<file path="config.mk">
export PLATFORM = sky130hd
export DESIGN_NAME = argmax_stream_flat
export DESIGN_NICKNAME = d
export VERILOG_FILES = /design/src/rtl/caf_pkg.sv /design/src/rtl/argmax_stream_if.sv /design/src/rtl/cplx_mag_sq.sv /design/src/rtl/argmax_stream.sv /design/src/flat_wrapper.sv
export SDC_FILE = /design/constraint.sdc
export NUM_CORES = 1
export LEC_CHECK = 0
export CAP_MARGIN = 20
export CORE_MARGIN = 2
export CORE_UTILIZATION = 52
export CTS_CLUSTER_SIZE = 14
export DETAILED_ROUTE_END_ITERATION = 6
export GPL_ROUTABILITY_DRIVEN = 1
export PLACE_DENSITY = 0.75
export SLEW_MARGIN = 20
export SYNTH_ARGS = -nofsm -noshare
export SYNTH_HDL_FRONTEND = slang
export SYNTH_SLANG_ARGS = --single-unit
</file>
<file path="constraint.sdc">
create_clock -name clk -period 11.6 [get_ports clk]
set_input_delay 1.16 -clock clk [delete_from_list [all_inputs] [get_ports clk]]
set_output_delay 1.16 -clock clk [all_outputs]
set_load 0.01 [all_outputs]
</file>
<file path="src/rtl/caf_pkg.sv">
// Shared constants and elaboration-time helpers for the CAF post-processing blocks.
package caf_pkg;

  localparam int TIE_FIRST = 0;
  localparam int TIE_LAST  = 1;

  function automatic int max2(input int a, input int b);
    return (a > b) ? a : b;
  endfunction

  function automatic int clog2(input int v);
    int r;
    r = 0;
    while ((1 << r) < v) r++;
    return r;
  endfunction

  // Two squared terms of n bits each sum to at most 2^(2n-1), so 2n bits never wraps.
  function automatic int mag_bits_of(input int ib, input int qb);
    return 2 * max2(ib, qb);
  endfunction

endpackage

</file>
<file path="src/rtl/argmax_stream_if.sv">
// Sample-in / result-out handshake bundle for argmax_stream.
interface argmax_stream_if #(
  parameter int i_bits       = 12,
  parameter int q_bits       = 12,
  parameter int index_bits   = 4,
  parameter int out_max_bits = 24
);
  logic                     m_axis_tvalid;
  logic                     m_axis_tlast;
  logic signed [i_bits-1:0] xi;
  logic signed [q_bits-1:0] xq;
  logic                     s_axis_tready;
  logic                     m_axis_tready;
  logic [out_max_bits-1:0]  out_max;
  logic [index_bits-1:0]    index;
  logic                     s_axis_tvalid;

  modport master (
    output m_axis_tvalid, m_axis_tlast, xi, xq, m_axis_tready,
    input  s_axis_tready, out_max, index, s_axis_tvalid
  );

  modport slave (
    input  m_axis_tvalid, m_axis_tlast, xi, xq, m_axis_tready,
    output s_axis_tready, out_max, index, s_axis_tvalid
  );
endinterface

</file>
<file path="src/rtl/cplx_mag_sq.sv">
// Two-stage, enable-gated |x|^2 pipeline for signed I/Q samples with a valid bit
// and an opaque tag carried alongside the data.
module cplx_mag_sq
  import caf_pkg::*;
#(
  parameter int i_bits   = 12,
  parameter int q_bits   = 12,
  parameter int tag_bits = 1,
  localparam int mag_bits = mag_bits_of(i_bits, q_bits)
) (
  input  logic                     clk,
  input  logic                     rst,
  input  logic                     en,
  input  logic                     in_valid,
  input  logic [tag_bits-1:0]      in_tag,
  input  logic signed [i_bits-1:0] xi,
  input  logic signed [q_bits-1:0] xq,
  output logic                     out_valid,
  output logic [tag_bits-1:0]      out_tag,
  output logic [mag_bits-1:0]      mag
);

  logic signed [2*i_bits-1:0] xi_ext;
  logic signed [2*q_bits-1:0] xq_ext;
  logic [2*i_bits-1:0]        ii_reg;
  logic [2*q_bits-1:0]        qq_reg;
  logic                       s1_valid_reg, s2_valid_reg;
  logic [tag_bits-1:0]        s1_tag_reg, s2_tag_reg;
  logic [mag_bits-1:0]        mag_reg;

  // Sign-extend before multiplying so the square is computed at full width.
  assign xi_ext = (2*i_bits)'(xi);
  assign xq_ext = (2*q_bits)'(xq);

  always_ff @(posedge clk) begin
    if (rst) begin
      s1_valid_reg <= 1'b0;
      s2_valid_reg <= 1'b0;
      s1_tag_reg   <= '0;
      s2_tag_reg   <= '0;
      ii_reg       <= '0;
      qq_reg       <= '0;
      mag_reg      <= '0;
    end else if (en) begin
      s1_valid_reg <= in_valid;
      s1_tag_reg   <= in_tag;
      ii_reg       <= xi_ext * xi_ext;
      qq_reg       <= xq_ext * xq_ext;
      s2_valid_reg <= s1_valid_reg;
      s2_tag_reg   <= s1_tag_reg;
      mag_reg      <= mag_bits'(ii_reg) + mag_bits'(qq_reg);
    end
  end

  assign out_valid = s2_valid_reg;
  assign out_tag   = s2_tag_reg;
  assign mag       = mag_reg;

endmodule

</file>
<file path="src/rtl/argmax_stream.sv">
// Streaming per-frame arg-max of |x|^2: frame counter, compare stage and a held
// result register; a pending unaccepted result stalls the entire pipeline.
module argmax_stream
  import caf_pkg::*;
#(
  parameter int buffer_length = 10,
  parameter int index_bits    = 4,
  parameter int i_bits        = 12,
  parameter int q_bits        = 12,
  parameter int out_max_bits  = 24,
  parameter int tie_last      = TIE_FIRST
) (
  input logic          clk,
  input logic          rst,
  argmax_stream_if.slave bus
);

  localparam int mag_bits = mag_bits_of(i_bits, q_bits);
  localparam int tag_bits = index_bits + 1;
  localparam logic [index_bits:0] last_cnt = (index_bits+1)'(buffer_length - 1);

  logic                    en;
  logic                    accept;
  logic                    in_last;
  logic [index_bits:0]     cnt_reg, cnt_next;
  logic                    s2_valid;
  logic [tag_bits-1:0]     s2_tag;
  logic [mag_bits-1:0]     s2_mag;
  logic                    s2_last;
  logic [index_bits-1:0]   s2_index;
  logic                    take;
  logic [mag_bits-1:0]     max_reg, max_next;
  logic [index_bits-1:0]   max_index_reg, max_index_next;
  logic [out_max_bits-1:0] out_max_reg;
  logic [index_bits-1:0]   index_reg;
  logic                    res_valid_reg;

  assign en               = ~(res_valid_reg & ~bus.m_axis_tready);
  assign accept           = bus.m_axis_tvalid & en;
  assign in_last          = (cnt_reg == last_cnt) | bus.m_axis_tlast;
  assign bus.s_axis_tready = en;

  always_comb begin
    cnt_next = cnt_reg;
    if (accept) cnt_next = in_last ? '0 : cnt_reg + 1'b1;
  end

  always_ff @(posedge clk) begin
    if (rst) cnt_reg <= '0;
    else     cnt_reg <= cnt_next;
  end

  cplx_mag_sq #(
    .i_bits  (i_bits),
    .q_bits  (q_bits),
    .tag_bits(tag_bits)
  ) u_mag (
    .clk      (clk),
    .rst      (rst),
    .en       (en),
    .in_valid (accept),
    .in_tag   ({in_last, cnt_reg[index_bits-1:0]}),
    .xi       (bus.xi),
    .xq       (bus.xq),
    .out_valid(s2_valid),
    .out_tag  (s2_tag),
    .mag      (s2_mag)
  );

  assign s2_last  = s2_tag[index_bits];
  assign s2_index = s2_tag[index_bits-1:0];

  // Index 0 marks the first sample of a frame, which seeds the max unconditionally.
  always_comb begin
    take = (s2_index == '0) | (s2_mag > max_reg) |
           ((tie_last == TIE_LAST) & (s2_mag == max_reg));
    max_next       = take ? s2_mag   : max_reg;
    max_index_next = take ? s2_index : max_index_reg;
  end

  always_ff @(posedge clk) begin
    if (rst) begin
      max_reg       <= '0;
      max_index_reg <= '0;
      out_max_reg   <= '0;
      index_reg     <= '0;
      res_valid_reg <= 1'b0;
    end else begin
      if (en && s2_valid) begin
        if (s2_last) begin
          out_max_reg   <= max_next[mag_bits-1 -: out_max_bits];
          index_reg     <= max_index_next;
          max_reg       <= '0;
          max_index_reg <= '0;
        end else begin
          max_reg       <= max_next;
          max_index_reg <= max_index_next;
        end
      end
      if (en && s2_valid && s2_last) res_valid_reg <= 1'b1;
      else if (bus.m_axis_tready)    res_valid_reg <= 1'b0;
    end
  end

  assign bus.out_max       = out_max_reg;
  assign bus.index         = index_reg;
  assign bus.s_axis_tvalid = res_valid_reg;

endmodule
</file>
<file path="src/flat_wrapper.sv">
// flat-port wrapper written by rule: the top's interface ports become plain ports
module argmax_stream_flat import caf_pkg::*;
#(
  parameter int buffer_length = 10,
  parameter int index_bits    = 4,
  parameter int i_bits        = 12,
  parameter int q_bits        = 12,
  parameter int out_max_bits  = 24,
  parameter int tie_last      = TIE_FIRST
)
  (clk, rst, bus_m_axis_tvalid, bus_m_axis_tlast, bus_xi, bus_xq, bus_m_axis_tready, bus_s_axis_tready, bus_out_max, bus_index, bus_s_axis_tvalid);
  argmax_stream_if #(.i_bits(i_bits), .q_bits(q_bits), .index_bits(index_bits), .out_max_bits(out_max_bits)) bus_i ();
  input logic clk;
  input logic rst;
  input wire logic [$bits(bus_i.m_axis_tvalid)-1:0] bus_m_axis_tvalid;
  input wire logic [$bits(bus_i.m_axis_tlast)-1:0] bus_m_axis_tlast;
  input wire logic [$bits(bus_i.xi)-1:0] bus_xi;
  input wire logic [$bits(bus_i.xq)-1:0] bus_xq;
  input wire logic [$bits(bus_i.m_axis_tready)-1:0] bus_m_axis_tready;
  output wire logic [$bits(bus_i.s_axis_tready)-1:0] bus_s_axis_tready;
  output wire logic [$bits(bus_i.out_max)-1:0] bus_out_max;
  output wire logic [$bits(bus_i.index)-1:0] bus_index;
  output wire logic [$bits(bus_i.s_axis_tvalid)-1:0] bus_s_axis_tvalid;
  assign bus_i.m_axis_tvalid = bus_m_axis_tvalid;
  assign bus_i.m_axis_tlast = bus_m_axis_tlast;
  assign bus_i.xi = bus_xi;
  assign bus_i.xq = bus_xq;
  assign bus_i.m_axis_tready = bus_m_axis_tready;
  assign bus_s_axis_tready = bus_i.s_axis_tready;
  assign bus_out_max = bus_i.out_max;
  assign bus_index = bus_i.index;
  assign bus_s_axis_tvalid = bus_i.s_axis_tvalid;
  argmax_stream #(.buffer_length(buffer_length), .index_bits(index_bits), .i_bits(i_bits), .q_bits(q_bits), .out_max_bits(out_max_bits), .tie_last(tie_last)) u_core (.clk(clk), .rst(rst), .bus(bus_i));
endmodule
</file>
# == After elaboration in Yosys (flattened, before gate mapping) ==
# Cells that the tools add are included.
# op_classes
add_sub_neg,2
multipliers,2
n_div,0
n_lt_le_gt_ge,1
eq_ne,1
n_shift,0
n_mux,7
bitwise_logic,6
n_reduce_logical,5
# ops
op,n
$mul 12x12->24,2
$mux 24,2
$add 24x24->24,1
$gt 24x24->1,1
$mux 4,2
$add 5x1->5 const B,1
$eq 5x4->1 const B,1
$mux 5,1
$logic_not 4->1,1
$and 1x1->1,2
$logic_and 1x1->1,2
$mux 1,2
$not 1->1,2
$or 1x1->1,2
$reduce_and 2->1,1
$reduce_bool 2->1,1
# word_totals
ff_bits,146
latchBits,0
ram_bits,0
romBits,0
inputBits,29
out_inout_bits,30
word_cells,37
memories,0

# == Logic depth before layout (Yosys ltp) ==
# Gate-level depths: netlist of the first run.
# depth
depth_word,6
mapped_depth,22
depth_no_buf,22

# == Modules after synthesis ==
# From an unflattened synthesis of the first run, not the netlist that was laid out.
# unflattened
cells_unflattened,1786
area_unflattened_um2,16533.4
# by_module_without_submodules
mod,n_inst,cells_each,area_each_um2,seq_area_each_um2
cplx_mag_sq,1,1463,13447.9,1641.6
argmax_stream,1,323,3085.5,1241.2

# == Least setup slack after synthesis of the first run ==
# Ideal clock, no wire load.
# synth_path
path_type,input-to-reg
start,input port bus_xq[11]
end,register u_core.u_mag.qq_reg[22]
setup_time_ns,0.116
arrival_ns,5.967
required_ns,11.484
path_slack_ns,5.517
cell_stages,21
path_buffers,1
path_cell_list,clkbuf_1 > nand2_1 > fa_1 > inv_1 > ha_1 > inv_1 > fa_1 > inv_1 > fa_1 > inv_1 > fa_1 > inv_1 > ha_1 > a21o_1 > a21o_1 > a21oi_1 > o21ai_0 > a2111oi_0 > o21bai_1 > mux2i_1 > a31o_2
# synth_via
elab_chain_cells,1
# synth_lines
item,line_no,source
"start, declared",flat_wrapper.sv:18,input wire logic [$bits(bus_i.xq)-1:0] bus_xq;
$mul 12x12->24,cplx_mag_sq.sv:48,qq_reg <= xq_ext * xq_ext;
"end signal, assigned",cplx_mag_sq.sv:48,
"end, declared",cplx_mag_sq.sv:26,logic [2*q_bits-1:0] qq_reg;
# Every way passes these cells.
# A chain may end at the register's enable or synchronous reset.

# == Final worst setup path of the first run ==
# Same ends and word-level chain as after synthesis.

==> results_dict.tcl, run 1 <==
set metrics [dict create \
    hold_viol 0 \
    yosysSeqAreaShare 0.167 \
    cp.arrival_ns 7.04 \
    hold_path_class "flop to flop" \
    cts.sinks 144 \
    synth_mux_area_frac 0.00174 \
    cp_slowest_cell "clkdlybuf4s50_1" \
    synthCells 2006 \
    final_layout_size_suffix_gt1_frac 0.0325 \
    ys_ff_latch 144 \
    htreeDepth 4 \
    cpMostUsedCell "fa_1" \
    grt_pass1_vias 13903 \
    io_buffers 58 \
    synth_top_area_frac 0.288 \
    syn_nets 2437 \
    synth_xor_area_frac 0.0295 \
    clockRootBuffer "clkbuf_16" \
    num_antenna_cells 0 \
    crit_path_max_incr_delay_ns 0.82 \
    synth_flop_cell "dfxtp_1" \
    drtIter0Drc 852 \
    gp_congestion 0.880 \
    layout.nets 2418 \
    synth.cell_area_sq_um 17200 \
    vias 13640 \
    synth-edff-count 0 \
    r2r_start "u_core.max_reg[9]" \
    fin_worst_skew_ns 0.0166 \
    hold_buffers 0 \
    clock_latency_ns 0.44 \
    period_needed_ns 6.72 \
    die-area_sq_um 34600 \
    worst_slew_pin_slew_ns 1.07 \
    synth_compound_area_frac 0.131 \
    path_cells "clkdlybuf4s50_1 > clkinv_1 > nor2_1 > inv_1 > fa_1 > xor2_1 > xnor2_1 > fa_1 > fa_1 > inv_1 > fa_1 > inv_1 > ha_1 > a21o_1 > a21o_1 > a21oi_1 > o21ai_0 > a2111oi_0 > o21bai_1 > mux2i_1 > a31o_2" \
    drv_slew 0 \
    startpoint_type "primary input" \
    maxCapViolCount 0 \
    track_usage 0.230 \
    cts_tree "done" \
    antenna_found_initial 0 \
    grt_pass1_wl_mm 64.6 \
    critPathMaxFanout 15 \
    min_from "u_core.u_mag.s1_tag_reg[4]" \
    wl_per_cell_microns 15.4 \
    path_clk_slew_ns 0.06 \
    cp-end-kind "flop" \
    hold_depth 2 \
    r2r_cells 11 \
    synth_area_leaders "fa_1 29%, dfxtp_1 17%, ha_1 11%, inv_1 8.0%, nand2_1 3.9%" \
    maxSlewHeadroom 0.287 \
    power_density_nw_per_um2 292 \
    post_cts_resized 0 \
    ant_nets 0 \
    dp_hpwl_mm 28.7 \
    r2r_setup_slack_ns 8.12 \
    wl_mm 37.5 \
    clock.fmax_mhz 149 \
    async_flop_share 0 \
    syn_to_final_growth_pct 7.82 \
    synth_fa_ha_area_frac 0.400 \
    viasPerCell 5.59 \
    coreArea_sq_um 32600 \
    ir_drop_mv 0.223 \
    tns_ns 0 \
    grt_overflow 0 \
    grt_max_degree 90 \
    synth_top_family_by_area "adder cells" \
    die_x_microns 186 \
    rows 66 \
    worstPathRequired_ns 11.92 \
    critPathKind "primary input to flop" \
    ys_warn_count 0 \
    hold_slack_ns 0.454 \
    drtPass1Iterations 7 \
    drc 0 \
    min_to "u_core.u_mag.out_tag[4]" \
    synthDistinctLibCells 65 \
    synth.avg_cell_area_sq_um 8.59 \
    die_h_microns 186 \
    synth_simple_gate_area_share 0.164 \
    p_leak_nw 8.40 \
    cts_inserted_buffers 17 \
    yosys.area.top_type "fa_1" \
    setup_viol 0 \
    cts_buffer_depth 2 \
    initial_utilization 0.528 \
    rsz0062_at_grt "false" \
    r2r-end "u_core.max_index_reg[2]" \
    post-route-period-util 0.579 \
    status "finished clean" \
    ios 59 \
    fill_cells 2882 \
    post_cts_buffers 0 \
]
[per-layer routing]
layer	wire, microns	GRT usage	vias to the layer above
li1	-	-	6486
met1	16100	0.298	6759
met2	19200	0.406	327
met3	1470	0.0219	68
met4	763	0.0693	0
met5	0	0	-
[per-stage QoR]
step | instances | utilization | instance area (sq um) | power (mW) | worst slack (ns)
after floorplan | 2006 | - | 17200 | 4.06 | 5.52
after global placement | 2410 | 0.552 | 18000 | 4.75 | 4.72
after detailed placement | 2410 | 0.552 | 18000 | 4.87 | 4.55
after CTS | 2442 | 0.569 | 18600 | 5.43 | 5.00
after global routing | 2442 | 0.569 | 18600 | 6.08 | 4.57
final | 2442 | 0.569 | 18600 | 5.43 | 4.88
[report_power, final]
part	switching, mW	leakage, nW	internal (mW)
registers	0.0908	1.18	0.618
clock network	0.248	0.272	0.284
logic	2.36	6.95	1.83
[synth_stat cells, types with 3 or more instances]
| library cell | instances |
|---|---|
| a211oi_1 | 13 |
| a21boi_0 | 3 |
| a21o_1 | 21 |
| a21oi_1 | 100 |
| a22o_1 | 3 |
| a31oi_1 | 34 |
| a32o_1 | 3 |
| and2_1 | 76 |
| and3_1 | 6 |
| and4_1 | 5 |
| buf_1 | 10 |
| buf_2 | 4 |
| buf_4 | 3 |
| buf_6 | 4 |
| clkbuf_1 | 82 |
| dfxtp_1 | 144 |
| fa_1 | 248 |
| ha_1 | 154 |
| inv_1 | 369 |
| mux2i_1 | 3 |
| nand2_1 | 180 |
| nand2b_1 | 7 |
| nand3_1 | 82 |
| nand3b_1 | 4 |
| nand4_1 | 12 |
| nor2_1 | 81 |
| nor2b_1 | 10 |
| nor3_1 | 44 |
| nor3b_1 | 5 |
| nor4_1 | 3 |
| nor4b_1 | 26 |
| o211ai_1 | 5 |
| o21a_1 | 12 |
| o21ai_0 | 107 |
| o21ai_1 | 3 |
| o21bai_1 | 3 |
| o311ai_0 | 24 |
| o31ai_1 | 7 |
| or3_1 | 12 |
| or4_1 | 4 |
| xnor2_1 | 42 |
| xor2_1 | 16 |
[cell type report]
type | instances | area (sq um) | area share
clock buffer | 17 | 425 | 0.0229
clock inverter | 15 | 141 | 0.00761
inverter | 371 | 1390 | 0.0750
multi-input combinational | 1386 | 12500 | 0.675
sequential | 144 | 2890 | 0.155
tap | 442 | 553 | 0.0298
timing repair buffer | 67 | 646 | 0.0348
[cell families (layout without fill, tap and decap cells)]
| family | after synthesis | after routing |
|---|---|---|
| flops | 144 | 144 |
| compound gates | 359 | 359 |
| xor+xnor | 58 | 58 |
| buf+inv | 476 | 470 |
| mux | 3 | 3 |
| simple gates | 564 | 564 |
| fa+ha+maj | 402 | 402 |
[placed cells by master (no fill, tap or decap), types with 5 or more instances in the layout]
cell | netlist | layout
o211ai_1 | 5 | 5
a31oi_1 | 34 | 34
o21ai_0 | 107 | 107
nor4b_1 | 26 | 26
and2_1 | 76 | 76
and4_1 | 5 | 5
dfxtp_1 | 144 | 143
a21o_1 | 21 | 21
inv_1 | 369 | 368
nor2b_1 | 10 | 9
a211oi_1 | 13 | 13
o31ai_1 | 7 | 7
fa_1 | 248 | 248
or3_1 | 12 | 12
nand4_1 | 12 | 12
inv_6 | 0 | 6
nand2_1 | 180 | 179
nand2b_1 | 7 | 7
o21a_1 | 12 | 12
nor2_1 | 81 | 81
ha_1 | 154 | 154
xor2_1 | 16 | 16
and3_1 | 6 | 6
nor3_1 | 44 | 44
nand3_1 | 82 | 82
xnor2_1 | 42 | 42
a21oi_1 | 100 | 100
o311ai_0 | 24 | 24
buf_4 | 3 | 10
nor3b_1 | 5 | 5
clkbuf_16 | 0 | 17
clkdlybuf4s50_1 | 0 | 57
[worst max path at each step]
stage          slack [ns]  depth (start not counted)  startpoint                       to
2_1_floorplan        5.52                         21  bus_xq[11]  u_core.u_mag.qq_reg[22]
3_3_place_gp         4.72                         21  bus_xq[11]  u_core.u_mag.qq_reg[22]
3_5_place_dp         4.55                         23   bus_xi[8]  u_core.u_mag.ii_reg[23]
4_1_cts              5.00                         21  bus_xq[11]  u_core.u_mag.qq_reg[22]
5_1_grt              4.57                         21  bus_xq[11]  u_core.u_mag.qq_reg[22]
6_report             4.88                         21  bus_xq[11]  u_core.u_mag.qq_reg[22]
[worst max-delay path: cells and delay by family]
family          cells  cell delay (ns)
compound gates      7             1.38
xor+xnor            2             0.40
fa+ha+maj           5             2.23
buf+inv             5             1.46
mux                 1             0.13
simple gates        1             0.27
Power figures use the tool's default switching activity.
==> inputs of run 2 (changes only) <==
- clock period: 11.6 -> 6.7 ns (I/O delays scaled with it)
==> run 2 against run 1 <==
Sequential power up 73%. Via count barely moved. Flip-flop and latch count unchanged. Die area unchanged. Critical path type unchanged. Largest cell class unchanged.
==> results_dict.tcl, run 2 (same netlist as run 1, synthesis figures left out) <==
set metrics [dict create \
    layout_commonest_cell "inv_1" \
    ios 59 \
    clockRootBuffer "clkbuf_16" \
    hold_buffers 0 \
    hold_slack_ns 0.452 \
    fill_cells 2900 \
    power_mw 9.38 \
    path_clk_slew_ns 0.06 \
    die_h_microns 186 \
    drtIter0Drc 1067 \
    wl_mm 37.0 \
    cp-end-kind "flop" \
    grt_max_degree 80 \
    period_needed_ns 5.94 \
    setup_viol 0 \
    maxCapViolCount 0 \
    hold_viol 0 \
    antenna_found_initial 0 \
    use_met1 0.288 \
    met2_usage 0.407 \
    final_layout_size_suffix_gt1_frac 0.0411 \
    startpoint_type "primary input" \
    io_buffers 58 \
    ant_nets 0 \
    final_cell_mix "368 x inv_1, 248 x fa_1, 179 x nand2_1, 154 x ha_1, 143 x dfxtp_1" \
    dp_hpwl_mm 28.8 \
    maxSlewHeadroom 0.241 \
    grt_pass1_vias 13859 \
    grt_overflow 0 \
    htreeDepth 4 \
    layout.nets 2436 \
    cp.arrival_ns 6.26 \
    viasPerCell 5.55 \
    wl_per_cell_microns 15.0 \
    drtPass1Iterations 5 \
    hold_path_class "flop to flop" \
    rsz0062_at_grt "false" \
    sw_frac_of_total 0.491 \
    post-route-period-util 0.886 \
    post_cts_resized 0 \
    top_usage_layer "met2" \
    critPathMaxFanout 14 \
    track_usage 0.226 \
    power_frac_seq 0.131 \
    clock.fmax_mhz 168 \
    grt_pass1_wl_mm 64.0 \
    p_clk_frac 0.098 \
    coreArea_sq_um 32600 \
    clock_latency_ns 0.43 \
    die_x_microns 186 \
    met3_usage 0.0256 \
    regArea_sq_um 2890 \
    ir_drop_mv 0.358 \
    num_antenna_cells 0 \
    syn_to_final_growth_pct 8.61 \
    tns_ns 0 \
    gp_congestion 0.890 \
    vias 13645 \
    multi_input_area_sq_um 12500 \
    drc 0 \
    p_switching_mw 4.60 \
    fin_worst_skew_ns 0.0107 \
    p_leak_nw 8.49 \
    die-area_sq_um 34600 \
    critPathKind "primary input to flop" \
    drv_slew 0 \
    initial_utilization 0.528 \
    status "finished clean" \
    rows 66 \
    post_cts_buffers 0 \
    worstPathRequired_ns 7.02 \
    pwr-share-comb 0.771 \
    cts_buffer_depth 2 \
    power_density_nw_per_um2 501 \
    cts_tree "done" \
    cts.sinks 144 \
    cts_inserted_buffers 17 \
    internal_power_mw 4.78 \
    worst_slew_pin_slew_ns 1.14 \
]
run 2: worst max-delay path: stages:
cell and delay, ns:
clkdlybuf4s50_1 0.79, inv_2 0.22, nor2_1 0.16, fa_1 0.45
fa_1 0.49, inv_1 0.05, fa_1 0.48, inv_1 0.05
fa_1 0.48, inv_1 0.05, fa_1 0.47, inv_1 0.04
ha_1 0.33, a21o_1 0.22, o32ai_1 0.22, a21oi_1 0.14
a211oi_2 0.30, o21ai_1 0.15, a31oi_1 0.22, xnor2_1 0.10
a22o_1 0.18
run 2: worst paths after layout:
path | startpoint | endpoint | slack [ns] | cells past startpoint
worst max register to register | u_core.u_mag.mag[23] | u_core.max_index_reg[2] | 3.04 | 10
worst min-delay path | u_core.u_mag.s1_tag_reg[0] | u_core.u_mag.s1_tag_reg[0] | 0.45 | 2
worst min register to register | u_core.u_mag.s1_tag_reg[0] | u_core.u_mag.s1_tag_reg[0] | 0.45 | 2
worst max-delay path | bus_xi[11] | u_core.u_mag.ii_reg[23] | 0.76 | 21
run 2: layout make-up:
cell class | instances | area share
Sequential cell | 144 | 0.154
Clock inverter | 14 | 0.00689
Multi-Input combinational cell | 1386 | 0.670
Clock buffer | 18 | 0.0235
Timing Repair Buffer | 85 | 0.0417
Tap cell | 442 | 0.0296
Inverter | 371 | 0.0744
run 2: power groups by stage:
stage | sequential, mW | combinational, mW | clock, mW
finish | 1.23 | 7.24 | 0.919
global route | 1.24 | 8.33 | 0.967
floorplan | 1.17 | 5.87 | 0
CTS | 1.22 | 7.29 | 0.927
detailed placement | 1.24 | 7.23 | 0
global placement | 1.24 | 7.02 | 0
run 2: per-stage QoR:
step / util / setup slack (ns) / cells / cell area [sq um]
final: 0.574 / 0.760 / 2460 / 18700
after global routing: 0.574 / 0.309 / 2460 / 18700
after CTS: 0.574 / 0.774 / 2460 / 18700
after detailed placement: 0.556 / 0.321 / 2428 / 18100
after global placement: 0.556 / 0.470 / 2428 / 18100
after floorplan: - / 1.11 / 2006 / 17200
run 2: metal layers:
layer	wire length (microns)	up-vias
li1	-	6544
met1	15700	6718
met2	19300	318
met3	1370	65
met4	695	0
met5	0	-
